## src/rtl/alu_pkg.sv

```systemverilog
// Shared ALUControl encoding, FSM state type and op classification for the
// ALU decoder and the sequential execute-stage ALU.
package alu_pkg;

    localparam logic [3:0] ALU_ADD  = 4'b0000;
    localparam logic [3:0] ALU_SUB  = 4'b0001;
    localparam logic [3:0] ALU_AND  = 4'b0010;
    localparam logic [3:0] ALU_OR   = 4'b0011;
    localparam logic [3:0] ALU_XOR  = 4'b0100;
    localparam logic [3:0] ALU_SLT  = 4'b0101;
    localparam logic [3:0] ALU_SLTU = 4'b0110;
    localparam logic [3:0] ALU_SGE  = 4'b0111;
    localparam logic [3:0] ALU_UGE  = 4'b1000;
    localparam logic [3:0] ALU_EQ   = 4'b1001;
    localparam logic [3:0] ALU_NE   = 4'b1010;
    localparam logic [3:0] ALU_SLL  = 4'b1011;
    localparam logic [3:0] ALU_SRL  = 4'b1100;
    localparam logic [3:0] ALU_SRA  = 4'b1101;

    typedef enum logic {
        IDLE  = 1'b0,
        SHIFT = 1'b1
    } state_t;

    function automatic logic is_shift(input logic [3:0] op);
        return (op == ALU_SLL) || (op == ALU_SRL) || (op == ALU_SRA);
    endfunction

endpackage

```

## src/rtl/alu_core.sv

```systemverilog
// Combinational non-shift datapath: add/sub, logic ops and compares.
// Shift and illegal codes yield zero; shifts are produced by alu_seq.
module alu_core
    import alu_pkg::*;
#(
    parameter int WIDTH = 32
) (
    input  logic [3:0]       op,
    input  logic [WIDTH-1:0] a,
    input  logic [WIDTH-1:0] b,
    output logic [WIDTH-1:0] y
);

    logic lt_s;
    logic lt_u;

    assign lt_s = $signed(a) < $signed(b);
    assign lt_u = a < b;

    // NOTE: y gets a default before the case so no path leaves it unassigned (no latch).
    always_comb begin
        y = '0;
        case (op)
            ALU_ADD:  y = a + b;
            ALU_SUB:  y = a - b;
            ALU_AND:  y = a & b;
            ALU_OR:   y = a | b;
            ALU_XOR:  y = a ^ b;
            ALU_SLT:  y[0] = lt_s;
            ALU_SLTU: y[0] = lt_u;
            ALU_SGE:  y[0] = !lt_s;
            ALU_UGE:  y[0] = !lt_u;
            ALU_EQ:   y[0] = (a == b);
            ALU_NE:   y[0] = (a != b);
            default:  y = '0;
        endcase
    end

endmodule

```

## src/rtl/alu_seq.sv

```systemverilog
// Multi-cycle execute-stage ALU with start/done handshake; shifts iterate one
// bit per cycle unless ALU_BARREL_SHIFT_EN selects a single-cycle barrel shifter.
module alu_seq
    import alu_pkg::*;
#(
    parameter int WIDTH = 32
) (
    input  logic             clk,
    input  logic             reset_n,
    input  logic             start,
    input  logic [3:0]       alu_control,
    input  logic [WIDTH-1:0] src_a,
    input  logic [WIDTH-1:0] src_b,
    output logic             busy,
    output logic             done,
    output logic [WIDTH-1:0] result,
    output logic             zero
);

    localparam int SW = $clog2(WIDTH);

    state_t           state;
    logic [WIDTH-1:0] acc;
    logic [SW-1:0]    cnt;
    logic [3:0]       op_q;

    logic [SW-1:0]    shamt;
    logic [WIDTH-1:0] core_y;
    logic [WIDTH-1:0] first_shift;
    logic [WIDTH-1:0] acc_next;
    logic [WIDTH-1:0] start_res;
    logic             long_shift;

    function automatic logic [WIDTH-1:0] shift1(input logic [3:0] op, input logic [WIDTH-1:0] x);
        case (op)
            ALU_SLL: return {x[WIDTH-2:0], 1'b0};
            ALU_SRL: return {1'b0, x[WIDTH-1:1]};
            default: return {x[WIDTH-1], x[WIDTH-1:1]};
        endcase
    endfunction

`ifdef ALU_BARREL_SHIFT_EN
    function automatic logic [WIDTH-1:0] barrel(input logic [3:0] op, input logic [WIDTH-1:0] x,
                                                input logic [SW-1:0] n);
        case (op)
            ALU_SLL: return x << n;
            ALU_SRL: return x >> n;
            default: return WIDTH'($signed(x) >>> n);
        endcase
    endfunction
`endif

    alu_core #(.WIDTH(WIDTH)) u_core (
        .op (alu_control),
        .a  (src_a),
        .b  (src_b),
        .y  (core_y)
    );

    assign shamt       = src_b[SW-1:0];
    assign first_shift = shift1(alu_control, src_a);
    assign acc_next    = shift1(op_q, acc);

    // Everything except a multi-bit iterative shift finishes at the accepting edge.
    always_comb begin
        start_res  = core_y;
        long_shift = 1'b0;
        if (is_shift(alu_control)) begin
`ifdef ALU_BARREL_SHIFT_EN
            start_res = barrel(alu_control, src_a, shamt);
`else
            start_res  = (shamt == '0) ? src_a : first_shift;
            long_shift = (shamt > SW'(1));
`endif
        end
    end

    // NOTE: all state below uses non-blocking assignments so every register samples pre-edge values.
    always_ff @(posedge clk or negedge reset_n) begin
        if (!reset_n) begin
            state  <= IDLE;
            busy   <= 1'b0;
            done   <= 1'b0;
            result <= '0;
            zero   <= 1'b1;
            acc    <= '0;
            cnt    <= '0;
            op_q   <= ALU_ADD;
        end else begin
            done <= 1'b0;
            case (state)
                IDLE: begin
                    if (start) begin
                        if (long_shift) begin
                            acc   <= first_shift;
                            cnt   <= shamt - 1'b1;
                            op_q  <= alu_control;
                            state <= SHIFT;
                            busy  <= 1'b1;
                        end else begin
                            result <= start_res;
                            zero   <= (start_res == '0);
                            done   <= 1'b1;
                        end
                    end
                end
                SHIFT: begin
                    acc <= acc_next;
                    cnt <= cnt - 1'b1;
                    if (cnt == SW'(1)) begin
                        state  <= IDLE;
                        busy   <= 1'b0;
                        done   <= 1'b1;
                        result <= acc_next;
                        zero   <= (acc_next == '0);
                    end
                end
                default: state <= IDLE;
            endcase
        end
    end

endmodule

```

## config.mk

```make
export PLATFORM = sky130hd
export DESIGN_NAME = alu_seq
export DESIGN_NICKNAME = d
export VERILOG_FILES = /design/src/rtl/alu_pkg.sv /design/src/rtl/alu_core.sv /design/src/rtl/alu_seq.sv
export SDC_FILE = /design/constraint.sdc
export NUM_CORES = 1
export LEC_CHECK = 0
export CORE_ASPECT_RATIO = 1.4
export CORE_MARGIN = 2
export CORE_UTILIZATION = 35
export DETAILED_ROUTE_END_ITERATION = 7
export GPL_TIMING_DRIVEN = 0
export SLEW_MARGIN = 5
export SYNTH_ARGS = -nofsm -noshare
export SYNTH_HDL_FRONTEND = slang
export SYNTH_HIERARCHICAL = 1
export SYNTH_SLANG_ARGS = --single-unit
export TNS_END_PERCENT = 5
```

## constraint.sdc

```tcl
create_clock -name clk -period 5.77 [get_ports clk]
set_clock_uncertainty 0.05 [all_clocks]
set_input_delay 0.577 -clock clk [delete_from_list [all_inputs] [get_ports clk]]
set_output_delay 0.577 -clock clk [all_outputs]
set_load 0.03 [all_outputs]
```

* After elaboration in Yosys (flattened, before gate mapping)
Cells that the tools add are included.
** Operators by class
- Reductions and logical operators :: 12
- Multiplexer cells :: 33
- Equality and inequality tests :: 22
- Add/sub/neg operators :: 4
- $lt $le $gt $ge :: 3
- Bitwise gates (word level) :: 4
** Operators by type and width (count)
- $pmux W32 S2 :: 4
- $mux W32 :: 7
- $pmux W31 S5 :: 1
- $logic_not A32 Y1 :: 2
- $lt A32 B32 Y1 :: 2
- $add A32 B32 Y32 :: 1
- $and A32 B32 Y32 :: 1
- $eq A32 B32 Y1 :: 1
- $eq A4 B4 Y1 const B :: 8
- $ne A32 B32 Y1 :: 1
- $or A32 B32 Y32 :: 1
- $sub A32 B32 Y32 :: 1
- $xor A32 B32 Y32 :: 1
- $eq A4 B3 Y1 const B :: 4
- $mux W1 :: 13
- $pmux W1 S11 :: 1
- $mux W5 :: 2
- $pmux W5 S2 :: 1
- $sub A5 B1 Y5 const B :: 2
- $reduce_and A3 Y1 :: 3
- $eq A4 B2 Y1 const B :: 2
- $pmux W1 S2 :: 4
- $ne A2 B2 Y1 const B :: 3
- $eq A5 B1 Y1 const B :: 1
- other kinds (9) :: 11
** Storage, ports and cells
- Output and inout port bits :: 35
- Input port bits :: 71
- Logic and storage cells :: 86
- Flip-flop bits (word level) :: 77

* Logic depth before layout (Yosys ltp)
Gate-level depths: netlist of run 1.
- Depth after elaboration :: 8
- Mapped depth :: 21
- Depth with buffers taken out :: 21

* Hierarchy
The synthesis of run 1 kept the hierarchy.
** By module, submodules not included
- alu_seq :: seq. area each 1928.1 µm², area each 5248.8 µm², cells each 577, instances 1
- alu_core :: seq. area each 0.0 µm², area each 4834.6 µm², cells each 731, instances 1

* Worst setup path before layout of run 1
No wires, ideal clock.
- Path kind :: input to register
- Start :: in src_b[1]
- End :: reg zero
- Data required time :: 5659 ps
- Stages on the path :: 19
- Setup slack :: 1955 ps
- Library setup time :: 61 ps
- Path buffers :: 0
- Arrival time :: 3704 ps
- Cell sequence :: inv_1 ha_1 a211oi_2 o21bai_1 o22ai_2 o41ai_1 a211o_1 a311o_2 a2111oi_4 nor3_1 a21oi_2 xor2_1 o21ai_1 nand3_1 o21ai_1 a31oi_1 nand2_1 nor4_1 a31o_1
** Between the ends
- Elaborated cells on any way between the ends :: 24
- Classes of those cells :: 2 x add/sub; 3 x order compare; 3 x eq/ne; 8 x mux; 3 x bitwise; 5 x reduce/logical
** RTL lines
- start, declared :: RTL line alu_seq.sv:13 : input logic [WIDTH-1:0] src_b,
- $sub A32 B32 Y32 or $add A32 B32 Y32 (tied branches) :: RTL line alu_core.sv:25, alu_core.sv:24
- $pmux W31 S5 (*) :: RTL line alu_core.sv:23 : case (op)
- net core_y[31] :: RTL line alu_seq.sv:28 : logic [WIDTH-1:0] core_y;
- $mux W32 (*) :: RTL line alu_seq.sv:68 : if (is_shift(alu_control)) begin
- $logic_not A32 Y1 (*) :: RTL line alu_seq.sv:102 : zero <= (start_res == '0);
- $mux W1 (*) :: RTL line alu_seq.sv:94 : if (long_shift) begin
- $mux W1 (*) :: RTL line alu_seq.sv:93 : if (start) begin
- $pmux W1 S2 (*) :: RTL line alu_seq.sv:91 : case (state)
- end signal, assigned :: RTL line alu_seq.sv:102
- end signal, assigned :: RTL line alu_seq.sv:115 : zero <= (acc_next == '0);
- end, declared :: RTL line alu_seq.sv:17 : output logic zero
Mark *: on every way through the listed nets, which the timed path passes. The rest lies on a longest branch. The select of a mux whose other input is x is not followed.
A chain may end at the register's enable or synchronous reset.

* Worst setup path after layout of run 1
- Start :: in src_b[4]
- End :: reg zero
The elaborated chain is that of the path after synthesis.

==> results of run 1 <==
==> flip-flops by register name, indices dropped and copies added (netlist names) <==
signal,count
op_q,4
done,1
state,1
busy,1
result,32
zero,1
cnt,5
acc,32
==> where the power goes <==
group          leakage, nW  internal, mW  switching, mW
clock network        0.176         0.458          0.222
logic                 4.29         0.904           1.31
registers            0.950         0.793          0.179
total                 5.42          2.16           1.71
==> area by class of cell <==
class                           instances  area, um^2
Fill cell                            2927       16400
Multi-Input combinational cell       1034        7341
Sequential cell                        77        1928
Timing Repair Buffer                  106        1079
Tap cell                              375       469.2
Buffer                                 94       439.2
Inverter                              103       386.6
Clock buffer                           13       270.3
Clock inverter                          3       90.09
==> kinds of logic (layout without fill, tap and decap cells) <==
kind of cell	Yosys count	in the layout	share of synthesized area, %
AOI/OAI and AO/OA	408	408	26.37
and+or+nand+nor	353	353	16.65
xor gates and xnor gates	31	31	2.693
DFF	77	77	19.12
muxes	139	139	14.05
adders and majority gates	103	103	12.93
buffers and inverters	197	319	8.190
==> stage by stage <==
stage | worst slack, ps | TNS, ps
final | 42.75 | 0
after global routing | 24.22 | 0
after CTS | 208.8 | 0
after detailed placement | -107.1 | -107.1
after global placement | -124.6 | -124.6
after floorplan | 1955 | 0
==> cell usage after synthesis (4+ instances only) <==
cell	count
xnor2_1	23
nor3_1	21
mux2_2	20
a31oi_1	8
o21ai_1	17
a21oi_2	8
a21oi_1	146
mux2i_1	119
o221ai_1	11
a21o_1	14
o21a_1	6
nor4_1	9
buf_6	6
or3_1	8
a211oi_1	12
nand3_1	22
buf_2	24
o31ai_1	9
nand2_1	71
a311oi_1	4
ha_1	101
nor2b_1	13
nor2_1	150
xor2_1	8
a221oi_1	27
buf_1	10
o211ai_1	8
and3_1	5
dfrtp_1	76
o22ai_2	6
clkbuf_1	51
inv_1	100
o311ai_0	4
nand4_1	17
o21bai_1	12
o21ai_0	74
or2_2	5
o22ai_1	12
nand2b_1	6
==> path summary, 6_finish.rpt <==
| check | from | to | slack (ps) | cells after the start |
|---|---|---|---|---|
| min reg2reg | busy | busy | 450 | 1 |
| max in group asynchronous | reset_n | result[1] | 4970 | 2 |
| max | src_b[4] | zero | 40 | 21 |
| min in group clk | busy | busy | 450 | 1 |
| max reg2reg | op_q[0] | zero | 2860 | 9 |
| min | reset_n | result[26] | 110 | 1 |
==> worst reg2reg max path, stage by stage, from the launching register on <==
cell	delay (ps)
dfrtp_1	410
nand4b_1	110
clkbuf_1	320
buf_2	400
mux2i_1	540
nand4_1	180
nor3_1	400
nand3_1	140
a21oi_1	190
a31o_1	120
==> routing by layer <==
| layer | up-vias | wire length (um) | part of all wire (%) | GRT usage [%] |
|---|---|---|---|---|
| li1 | 4918 | - | - | - |
| met1 | 4939 | 14470 | 39 | 27.40 |
| met2 | 389 | 19090 | 51 | 44.88 |
| met3 | 125 | 1501 | 4.0 | 2.004 |
| met4 | 0 | 2149 | 5.8 | 13.50 |
| met5 | - | 0 | 0 | 0 |
==> repair_timing <==
| action | in CTS | in global routing |
|---|---|---|
| hold buffers | 0 | 0 |
| endpoints found under the setup margin | 0 | 1 |
| gates resized for setup | 0 | 2 |
==> impl_metrics.ini, run 1 <==
[global_route]
grt_util_all_layers_pct = 24.29
grt_overflow = 0
grt_pass1_wl_um = 57860
antenna_found_initial = 0
grt_max_degree = 55
grt_pass1_vias = 10612

[place]
portBuffers = 105
placedInstanceArea_mm2 = 0.01163
placedCellCount = 1789
dpl.hpwl_um = 30490
gp_congestion = 0.9696

[worst_setup_path]
crit_slowest_cell = clkdlybuf4s50_1
crit_path_frequent_cell = o21ai_1
crit_required_ps = 6000
critPathBufInv = 3
crit_arrival_ps = 5960
critPathCaptureType = flip-flop
cp_max_fo = 8
cp-start-kind = input port
critPathTopFamily = compound AO/OA/AOI/OAI gates
critPathMaxStageDelay_ps = 680
path_cells = clkdlybuf4s50_1 -> inv_1 -> ha_1 -> buf_2 -> nor3_1 -> o21ai_1 -> a311oi_1 -> o21ai_1 -> a31oi_2 -> a211oi_1 -> o41ai_2 -> nand3_1 -> a21oi_2 -> xor2_1 -> o21ai_1 -> nand3_1 -> o21ai_1 -> a31oi_1 -> nand2_1 -> nor4_1 -> a31o_1
path_class = input port to flip-flop

[timing]
slew-limit-headroom_pct = 38.85
fmax_mhz = 174.6
finalCritPeriodShare_pct = 99.26
hold_viol = 0
period_needed_ps = 5727
setup_violations = 0
rsz0062_at_grt = no
maxSlewViolCount = 0
worst_slew_pin_slew_ps = 905.3
holdWs_ps = 105.4

[floorplan]
die_y_um = 204.8
die_w_um = 147.5
start_util_pct = 35.50
io-pin-count = 106
placementRows = 73
die_area_mm2 = 0.03020
coreArea_mm2 = 0.02841

[layout]
syn_to_final_growth_pct = 19.03
final_cell_mix = nor2_1, a21oi_1, mux2i_1, clkdlybuf4s50_1, ha_1
layout.cells.non_filler = 1805
final_common_cell = nor2_1
fin_util_pct = 42.25
final_area_mm2 = 0.01200
drive_gt1_share_pct = 7.622
antenna_cells = 0
fin_nets = 1599

[yosys]
synth_top_area_cell = dfrtp_1
yosysTopAreaCellShare_pct = 18.86
syn-num-nets = 1482
yosysWarnings = 6
syn_area_mm2 = 0.01008
syn_inst = 1308
synthArstFlopShare_pct = 100.0
synth_flop_cell = dfrtp_1
synthTopCellsByArea = dfrtp_1, ha_1, mux2i_1
yosysUniqueCellTypes = 81
synth-edff-count = 0
syn_avg_cell_area_um2 = 7.709
ys_seq_area_share_pct = 19.12
ys_ff_latch = 77

[clock_tree]
h-tree-depth = 3
cts_root_buf = clkbuf_16
post_cts_buffers = 0
cts_made_buffers = 9
cts_tree = yes
clk_latency_ps = 340
clock_path_buffers = 2
cts.clk_slew.worst_paths_ps = 60
clock-sinks = 77

[route]
antenna_left = 0
wl_per_cell_um = 20.62
drt_iter0_markers = 704
drt-pass1-iter-count = 5
vias = 10371
viasPerCell = 5.746
drc = 0
wirelength_um = 37210

[power]
ir_drop_uv = 170.1
powerDensity_mw_per_mm2 = 321.9
cellLeakagePower_nw = 5.418
power_mw = 3.864

[job]
max_cap_viol_count = 0

[hold_path]
hp-class = input port to asynchronous set/reset pin

[outcome]
status = finished, final reports clean
No activity file was read; power rests on OpenSTA's default activity.
==> inputs of run 2 (changes only) <==
--- a/config.mk
+++ b/config.mk
@@ -10,6 +10,7 @@
 export CORE_UTILIZATION = 35
 export DETAILED_ROUTE_END_ITERATION = 7
 export GPL_TIMING_DRIVEN = 0
+export RECOVER_POWER = 50
 export SLEW_MARGIN = 5
 export SYNTH_ARGS = -nofsm -noshare
 export SYNTH_HDL_FRONTEND = slang
==> run 2 against run 1 <==
The run now ends with max-capacitance violations, max-slew violations left. Utilization is 0.097 points lower. Register-to-register slack hardly changed. Sequential power hardly changed. Setup slack better by 2.4 ps. Sequential share of layout area hardly changed. Cell count stayed put. Combinational power hardly changed. Final area is 0.23% lower. Global-route usage stayed put. Critical path depth stayed put. Maximum frequency hardly changed. Critical endpoint unchanged. Flip-flop and latch count stayed put.
==> impl_metrics.ini, run 2 (same netlist as run 1, synthesis figures left out) <==
[layout]
final_cell_mix = nor2_1, a21oi_1, mux2i_1, ha_1, inv_1
drive_gt1_share_pct = 7.483
final_common_cell = nor2_1
fin_nets = 1599
top_regs = acc x32, result x32, cnt x5
antenna_cells = 0
syn_to_final_growth_pct = 18.76
final_area_mm2 = 0.01198

[clock_tree]
clk_latency_ps = 340
clock_path_buffers = 2
h-tree-depth = 3
clock-sinks = 77
cts_tree = yes
cts_root_buf = clkbuf_16
cts_made_buffers = 9
cts-hold-fix-buffers = 0
cts.clk_slew.worst_paths_ps = 60

[power]
power_switching_share_pct = 44.42
cellLeakagePower_nw = 5.423
ir_drop_uv = 170.9
intPower_mw = 2.134
power_switching_mw = 1.706
comb_power_share_pct = 57.0
p_clk_share_pct = 17.7
powerDensity_mw_per_mm2 = 320.6
power_mw = 3.840
pwr-share-seq_pct = 25.2

[route]
drt-pass1-iter-count = 5
antenna_left = 0
drc = 0
wirelength_um = 37160
viasPerCell = 5.758
wl_per_cell_um = 20.58
drt_iter0_markers = 603
vias = 10394

[worst_setup_path]
cp-start-kind = input port
path_class = input port to flip-flop
crit_arrival_ps = 5950
cp_max_fo = 8
critPathCaptureType = flip-flop
crit_required_ps = 6000

[place]
dpl.hpwl_um = 30490
gp_congestion = 0.9696
portBuffers = 105
post-place-ws_ps = -107.1
placedInstanceArea_mm2 = 0.01163

[timing]
maxSlewViolCount = 55
setup_violations = 0
slew-limit-headroom_pct = -96.08
finalWorstSetupSlack_ps = 45.14
period_needed_ps = 5725
holdWs_ps = 441.6
rsz0062_at_grt = no
finalCritPeriodShare_pct = 99.22
fmax_mhz = 174.7
fin_setup_tns_ps = 0
hold_viol = 0
worst_slew_pin_slew_ps = 2941

[global_route]
grt_pass1_wl_um = 57860
antenna_found_initial = 0
grt_util_all_layers_pct = 24.29
grt_overflow = 0
grt_max_degree = 55
grt_pass1_vias = 10612

[floorplan]
die_w_um = 147.5
start_util_pct = 35.50
die_y_um = 204.8
die_area_mm2 = 0.03020
io-pin-count = 106
coreArea_mm2 = 0.02841
placementRows = 73

[outcome]
status = finished with violations
violations = max-capacitance violations, max-slew violations

[job]
max_cap_viol_count = 1

[hold_path]
hp-class = flip-flop to flip-flop
run 2: area by class of cell:
cell class                 instances  area, um^2
buffer                            94       439.2
clock buffer                      13       270.3
clock inverter                     3       90.09
fill                            2933       16430
inverter                         103       386.6
multi-input combinational       1034        7341
sequential                        77        1928
tap                              375       469.2
timing repair buffer             106        1051
run 2: final timing paths:
| check | slack, ps | startpoint | cells after the start | endpoint |
|---|---|---|---|---|
| min in group asynchronous | 500 | reset_n | 1 | result[24] |
| worst min register to register | 440 | busy | 1 | busy |
| worst max-delay path | 50 | src_b[4] | 21 | zero |
| worst max register to register | 2850 | op_q[0] | 9 | zero |
| max in group asynchronous | 1760 | reset_n | 2 | result[1] |
| worst min-delay path | 440 | busy | 1 | busy |
run 2: power groups by stage:
stage	clock (mW)	combinational, mW	sequential [mW]
global route	0.708	2.38	1.00
detailed placement	0	2.19	0.979
floorplan	0	1.27	1.15
CTS	0.688	2.20	0.971
finish	0.681	2.19	0.969
global placement	0	2.16	0.973
run 2: repair_timing:
item / CTS / global route
setup buffers: 0 / 0
gates resized for setup: 0 / 2
endpoints found under the setup margin: 0 / 1
run 2: critical path: stages:
cell and delay (ps):
clkdlybuf4s50_1 670, inv_1 120, ha_1 280, buf_2 180
nor3_1 280, o21ai_1 210, a311oi_1 440, o21ai_1 250
a31oi_2 250, a211oi_1 180, o41ai_2 660, nand3_1 190
a21oi_2 190, xor2_1 160, o21ai_1 100, nand3_1 100
o21ai_1 90, a31oi_1 350, nand2_1 90, nor4_1 370
a31o_1 200
run 2: routing by layer:
metal  wire length (um)  global-route usage (%)  vias up
li1                   -                       -     4929
met1              14270                   27.40     4950
met2              19130                   44.88      395
met3               1655                   2.004      120
met4               2099                   13.50        0
met5                  0                       0        -
run 2: through the flow:
step	util, %	cells
6_report	42.16	1805
5_1_grt	42.16	1805
3_5_place_dp	40.94	1789
3_3_place_gp	40.85	1788
2_1_floorplan	-	1308
4_1_cts	42.21	1805
==> inputs of run 3 (changes only) <==
--- a/config.mk
+++ b/config.mk
@@ -11,6 +11,7 @@
 export DETAILED_ROUTE_END_ITERATION = 7
 export GPL_TIMING_DRIVEN = 0
 export RECOVER_POWER = 50
+export SKIP_CTS_REPAIR_TIMING = 1
 export SLEW_MARGIN = 5
 export SYNTH_ARGS = -nofsm -noshare
 export SYNTH_HDL_FRONTEND = slang
==> results of run 3 <==
Same layout as run 2: the final DEF is identical, and so are final timing and power.
